==> src/rtl/manchester_encoder_100m.sv <==
// manchester_encoder_100m
// Buffers the frame packer's serial bit stream in a small bit FIFO and
// Manchester-encodes it (IEEE 802.3: bit 1 = low then high, bit 0 = high then
// low) onto the coax line driver, with registered output-enable and status.
//
// Optional build macro MANCHESTER_PREAMBLE_EN: when defined, every burst is
// preceded by PREAMBLE_BITS encoded bits of 1,0,1,0,... (not counted in
// bit_count). When undefined, the preamble state and its counter do not exist.
module manchester_encoder_100m #(
  parameter int CLKS_PER_HALF = 2,
  parameter int BUF_DEPTH     = 4,
  parameter int PREAMBLE_BITS = 8
) (
  input  logic        clk_sys,
  input  logic        rst_n,
  input  logic        tx_bit,
  input  logic        tx_bit_valid,
  output logic        tx_bit_ready,
  input  logic        clr_status,
  output logic        man_out,
  output logic        man_oe,
  output logic        busy,
  output logic        overflow,
  output logic [15:0] bit_count
);

  localparam int PTR_W = $clog2(BUF_DEPTH);
  localparam int CNT_W = PTR_W + 1;
  localparam logic [3:0]       HALF_LAST     = 4'(CLKS_PER_HALF - 1);
  localparam logic [CNT_W-1:0] FIFO_FULL_CNT = CNT_W'(BUF_DEPTH);
  localparam logic [CNT_W-1:0] READY_MAX_CNT = CNT_W'(BUF_DEPTH - 2);

  // Reject illegal configurations at elaboration time.
  if (CLKS_PER_HALF < 1 || CLKS_PER_HALF > 15) begin : g_bad_half
    $error("CLKS_PER_HALF must be in 1..15");
  end
  if (BUF_DEPTH < 4 || (BUF_DEPTH & (BUF_DEPTH - 1)) != 0) begin : g_bad_depth
    $error("BUF_DEPTH must be a power of two, at least 4");
  end
  if (PREAMBLE_BITS < 1 || PREAMBLE_BITS > 32) begin : g_bad_preamble
    $error("PREAMBLE_BITS must be in 1..32");
  end

`ifdef MANCHESTER_PREAMBLE_EN
  typedef enum logic [1:0] {
    S_IDLE        = 2'd0,
    S_PREAMBLE    = 2'd1,
    S_FIRST_HALF  = 2'd2,
    S_SECOND_HALF = 2'd3
  } state_t;
`else
  typedef enum logic [1:0] {
    S_IDLE        = 2'd0,
    S_FIRST_HALF  = 2'd2,
    S_SECOND_HALF = 2'd3
  } state_t;
`endif

  state_t           state;
  logic [3:0]       half_cnt;
  logic             cur_bit;
  logic             half_last;
  logic             bit_done;

  logic [BUF_DEPTH-1:0] fifo_mem;
  logic [PTR_W-1:0]     wr_ptr;
  logic [PTR_W-1:0]     rd_ptr;
  logic [CNT_W-1:0]     fifo_cnt;
  logic [CNT_W-1:0]     fifo_cnt_next;
  logic                 fifo_empty;
  logic                 fifo_full;
  logic                 head_bit;
  logic                 push;
  logic                 pop;
  logic                 ovf_event;

`ifdef MANCHESTER_PREAMBLE_EN
  localparam logic [4:0] PRE_LAST = 5'(PREAMBLE_BITS - 1);
  logic [4:0] pre_cnt;
  logic       pre_second;
  logic       pre_done;
`endif

  assign fifo_empty = (fifo_cnt == '0);
  assign fifo_full  = (fifo_cnt == FIFO_FULL_CNT);
  assign head_bit   = fifo_mem[rd_ptr];
  assign half_last  = (half_cnt == HALF_LAST);
  assign bit_done   = (state == S_SECOND_HALF) && half_last;

  // The FIFO is never empty at the end of the preamble: nothing else pops
  // while the preamble runs, and it is only entered with the FIFO non-empty.
`ifdef MANCHESTER_PREAMBLE_EN
  assign pre_done = (state == S_PREAMBLE) && half_last && pre_second && (pre_cnt == PRE_LAST);
  assign pop      = pre_done || (bit_done && !fifo_empty);
`else
  assign pop      = ((state == S_IDLE) && !fifo_empty) || (bit_done && !fifo_empty);
`endif

  // The packer's valid is not qualified by ready; a simultaneous pop frees
  // a slot, so push-while-full is legal when the encoder pops that cycle.
  assign push          = tx_bit_valid && (!fifo_full || pop);
  assign ovf_event     = tx_bit_valid && fifo_full && !pop;
  assign fifo_cnt_next = fifo_cnt + CNT_W'(push) - CNT_W'(pop);

  assign busy = (state != S_IDLE) || !fifo_empty;

  // FIFO pointers, occupancy and the registered lookahead ready.
  // NOTE: every clocked register uses <= so all of them sample pre-edge values;
  // blocking = here would let later statements see already-updated state.
  always_ff @(posedge clk_sys or negedge rst_n) begin
    if (!rst_n) begin
      wr_ptr       <= '0;
      rd_ptr       <= '0;
      fifo_cnt     <= '0;
      tx_bit_ready <= 1'b0;
    end else begin
      if (push) wr_ptr <= wr_ptr + PTR_W'(1);
      if (pop)  rd_ptr <= rd_ptr + PTR_W'(1);
      fifo_cnt     <= fifo_cnt_next;
      // Leave room for the one bit the packer may already have in flight.
      tx_bit_ready <= (fifo_cnt_next <= READY_MAX_CNT);
    end
  end

  // Bit storage, written on push.
  // NOTE: the storage array is deliberately not reset; only entries between
  // the (reset) read and write pointers are ever observed.
  always_ff @(posedge clk_sys) begin
    if (push) fifo_mem[wr_ptr] <= tx_bit;
  end

  // Sticky overflow; a drop in the same cycle as a clear keeps the flag set.
  always_ff @(posedge clk_sys or negedge rst_n) begin
    if (!rst_n) begin
      overflow <= 1'b0;
    end else if (clr_status) begin
      overflow <= ovf_event;
    end else if (ovf_event) begin
      overflow <= 1'b1;
    end
  end

  // Transmitted data-bit counter; a bit completing during a clear counts as 1.
  always_ff @(posedge clk_sys or negedge rst_n) begin
    if (!rst_n) begin
      bit_count <= '0;
    end else if (clr_status) begin
      bit_count <= bit_done ? 16'd1 : 16'd0;
    end else if (bit_done) begin
      bit_count <= bit_count + 16'd1;
    end
  end

  // Encoder FSM with registered line outputs; each half-level is loaded on
  // the same edge as the state change that starts it.
  always_ff @(posedge clk_sys or negedge rst_n) begin
    if (!rst_n) begin
      state      <= S_IDLE;
      half_cnt   <= '0;
      cur_bit    <= 1'b0;
      man_out    <= 1'b0;
      man_oe     <= 1'b0;
`ifdef MANCHESTER_PREAMBLE_EN
      pre_cnt    <= '0;
      pre_second <= 1'b0;
`endif
    end else begin
      case (state)
        S_IDLE: begin
          half_cnt <= '0;
          man_out  <= 1'b0;
          man_oe   <= 1'b0;
          if (!fifo_empty) begin
            man_oe <= 1'b1;
`ifdef MANCHESTER_PREAMBLE_EN
            // First preamble bit is a 1: low first half.
            state      <= S_PREAMBLE;
            pre_cnt    <= '0;
            pre_second <= 1'b0;
            man_out    <= 1'b0;
`else
            state   <= S_FIRST_HALF;
            cur_bit <= head_bit;
            man_out <= ~head_bit;
`endif
          end
        end

`ifdef MANCHESTER_PREAMBLE_EN
        S_PREAMBLE: begin
          if (!half_last) begin
            half_cnt <= half_cnt + 4'd1;
          end else begin
            half_cnt <= '0;
            // Current preamble bit is ~pre_cnt[0]; its second-half level and
            // the next bit's first-half level are both ~pre_cnt[0].
            if (!pre_second) begin
              pre_second <= 1'b1;
              man_out    <= ~pre_cnt[0];
            end else if (pre_cnt == PRE_LAST) begin
              state   <= S_FIRST_HALF;
              cur_bit <= head_bit;
              man_out <= ~head_bit;
            end else begin
              pre_cnt    <= pre_cnt + 5'd1;
              pre_second <= 1'b0;
              man_out    <= ~pre_cnt[0];
            end
          end
        end
`endif

        S_FIRST_HALF: begin
          if (!half_last) begin
            half_cnt <= half_cnt + 4'd1;
          end else begin
            half_cnt <= '0;
            state    <= S_SECOND_HALF;
            man_out  <= cur_bit;
          end
        end

        S_SECOND_HALF: begin
          if (!half_last) begin
            half_cnt <= half_cnt + 4'd1;
          end else begin
            half_cnt <= '0;
            if (!fifo_empty) begin
              // Back-to-back bits: no idle gap on the line.
              state   <= S_FIRST_HALF;
              cur_bit <= head_bit;
              man_out <= ~head_bit;
            end else begin
              state   <= S_IDLE;
              man_out <= 1'b0;
              man_oe  <= 1'b0;
            end
          end
        end

        default: begin
          state <= S_IDLE;
        end
      endcase
    end
  end

endmodule

==> config.mk <==
export PLATFORM = sky130hd
export DESIGN_NAME = manchester_encoder_100m
export DESIGN_NICKNAME = d
export VERILOG_FILES = /design/src/rtl/manchester_encoder_100m.sv
export SDC_FILE = /design/constraint.sdc
export NUM_CORES = 1
export LEC_CHECK = 0
export ABC_AREA = 0
export CORE_ASPECT_RATIO = 1.25
export CORE_UTILIZATION = 56
export CTS_CLUSTER_DIAMETER = 80
export DETAILED_ROUTE_END_ITERATION = 10
export PLACE_DENSITY = 0.83
export SLEW_MARGIN = 20
export SYNTH_ARGS = -nofsm -noshare
export SYNTH_HDL_FRONTEND = slang
export SYNTH_SLANG_ARGS = --single-unit
==> constraint.sdc <==
create_clock -name clk_sys -period 8.5 [get_ports clk_sys]
set_input_delay 2.125 -clock clk_sys [delete_from_list [all_inputs] [get_ports clk_sys]]
set_output_delay 2.125 -clock clk_sys [all_outputs]
set_load 0.005 [all_outputs]
==> metrics <==
CTS Hold Bufs=0; total CTS buffers=5; LEAKAGE=about 1.0 nW; largest net degree at the start of global routing=35; Post-route DRC=0; setup bufs post-CTS=0; die height=between 60 and 70 um; outcome=completed; hold slack final=between 0.4 and 0.5 ns; Critical Path RT=about 6.4 ns; GRT overflow=0; Worst Path Max Fanout=6; Post-Syn Nets=a little over 200; Post-synth EDFFs=4; skew final=around 0.0058 ns; flops & latches, synth=38; Simple-Gate Fraction of Synth Area=0.204; final wirelength=3.63 mm; WS Path Type=register to primary output; Synth Flop Type=dfrtp_1; core footprint=around 3300 um^2; share of post-route cells with drive strength above 1=0.111; final max-slew violation count=0; syn_area_per_cell=approximately 11 um^2; Tmin final=roughly 4.3 ns; drt via density=between 5 and 6; # IOs=26; P per Cell Area=267 nW/um^2; top cells by area, synth=dfrtp_1, ha_1, edfxtp_1, xnor2_1, nor2_1; Startpoint Class=register; GR Layer Usage met3=0.0616; DR vias=about 1500; Relative slew margins=0.530; Initial Utilization=0.607; # diodes=0; Hold WC Path Type=register to register; Synth Area in Compound Gates=0.0878; Layout Nets=235; Power, Total=around 0.64 mW; Initial DRC Count=33; CTS tree=done; GR met2 Demand/Resource=0.383; Critical Path Slowest Stage Cell=or4b_2; Hold Fails Final Rpt=0; post-CTS sizing=0; Synth Cell Area=approximately 2000 um^2; Post-synth ARST share=0.895; CP bufs+invs=2; list of most frequent post-synthesis cells=dfrtp_1, nor2_1, ha_1, inv_1, xnor2_1; worst skew pair latency=~0.29 ns; Max VDD drop=~0.33 mV; Rows=23; initial antenna violation count=0; Worst-Margin Slew=0.703 ns; adder-cell share of the synthesized area=0.0909; Syn. warnings=0; Max Freq=0.232 GHz; worst slack at placement=4.03 ns; Final WS setup=4.19 ns; hpwl dp=2.68 mm; routing usage on met1=0.239; average wire per standard cell=around 14 um; xor and xnor area share after synthesis=0.0610; GR peak layer=met2; crit end category=primary output; Period Utilization, post-route=0.507; Antenna Violating Nets Remaining=0; RSZ-0062 raised after global routing=no; Clock transition at path regs=0.07 ns; first-pass GRT wire length=around 6.1 mm; synth unique cells=41; mux cell area share after synthesis=0.0411; setup TNS=0 ns; max-cap violations=0; Cells after Synth=around 190; Top delay family on crit path=simple AND/OR/NAND/NOR gates; gpl congestion=around 0.76; Synth area leader=dfrtp_1; Synth top area share=0.423; # setup viols final=0; vias in the first global route=about 1400; port bufs=25; die area=between 3000 and 4000 um^2; cells along the critical path=inv_1 -> ha_1 -> or4b_2 -> clkdlybuf4s50_1; clk root buf=clkbuf_8; htree depth=2; crit path DAT=between 2 and 2.5 ns; DRT Pass-1 Iters=4; CTS sink cnt=38; chip width=around 56 um; Bufs on Longest Clock Path=2; largest stage delay on the critical path=roughly 0.62 ns; synthesis-to-finish area growth=18.9%; largest family of logic cells by synthesized area=simple AND/OR/NAND/NOR gates; sequential fraction of the synthesis area=0.483; top-count cell post-synth=dfrtp_1; GRT Overall Usage=0.212
[state kept, by name, indices dropped and copies added, names as in the netlist]
signal,cells
fifo_mem,4
man_oe,1
tx_bit_ready,1
overflow,1
wr_ptr,2
cur_bit,1
state,2
fifo_cnt,3
bit_count,16
rd_ptr,2
half_cnt,4
man_out,1
[final timing paths]
check / depth (start not counted) / to / startpoint / slack [ns]
min in group asynchronous: 2 / half_cnt[2] / rst_n / 2.24
min: 1 / rd_ptr[1] / rd_ptr[1] / 0.49
max reg2reg: 13 / tx_bit_ready / state[1] / 5.42
min reg2reg: 1 / rd_ptr[1] / rd_ptr[1] / 0.49
max: 4 / busy / state[1] / 4.19
max in group asynchronous: 2 / state[0] / rst_n / 5.95
[cell usage in the layout (no fill, tap or decap), types with 4 or more instances in the layout]
| master | count |
|---|---|
| xnor2_1 | 11 |
| o21ai_0 | 8 |
| mux2_2 | 4 |
| or3_1 | 4 |
| and2_1 | 4 |
| inv_1 | 13 |
| a21oi_1 | 8 |
| nand4_1 | 6 |
| nor3_1 | 6 |
| dfrtp_1 | 34 |
| ha_1 | 13 |
| clkdlybuf4s50_1 | 25 |
| edfxtp_1 | 4 |
| nand2_1 | 9 |
| nor2_1 | 17 |
| nor2b_1 | 4 |
| nand3_1 | 4 |
| clkbuf_8 | 6 |
[through the flow]
| stage | area (um^2) | utilization | std cells |
|---|---|---|---|
| after detailed placement | 2300 | 0.695 | 246 |
| after CTS | 2390 | 0.722 | 254 |
| after global routing | 2390 | 0.722 | 254 |
| final | 2390 | 0.722 | 254 |
| after global placement | 2300 | 0.695 | 246 |
| after floorplan | 2010 | - | 186 |
[kinds of logic after synthesis]
| logic type | after synthesis |
|---|---|
| AND/OR/NAND/NOR | 70 |
| flip-flops | 38 |
| AO/OA/AOI/OAI | 28 |
| buffers and inverters | 16 |
| XOR/XNOR | 14 |
| adder cells (fa/ha/maj) | 14 |
| multiplexers | 6 |
[where the power goes]
group / switching, mW / internal (mW) / total [mW]
logic: 0.123 / 0.122 / 0.245
clock network: 0.0618 / 0.0654 / 0.127
registers: 0.0379 / 0.229 / 0.267
[per-layer routing]
layer	vias up	wire length [um]
met3	7	116
met1	706	1520
met5	-	0
met2	26	1930
met4	0	59
li1	713	-
[layout make-up]
type / instances / area (um^2)
multi-input cells: 132 / 975
well taps: 37 / 46.3
repair buffers: 26 / 258
inverters: 13 / 48.8
fillers: 260 / 920
clock inverters: 1 / 5.00
clock buffers: 7 / 86.3
flip-flops and latches: 38 / 971
(Power assumes the default switching activity.)
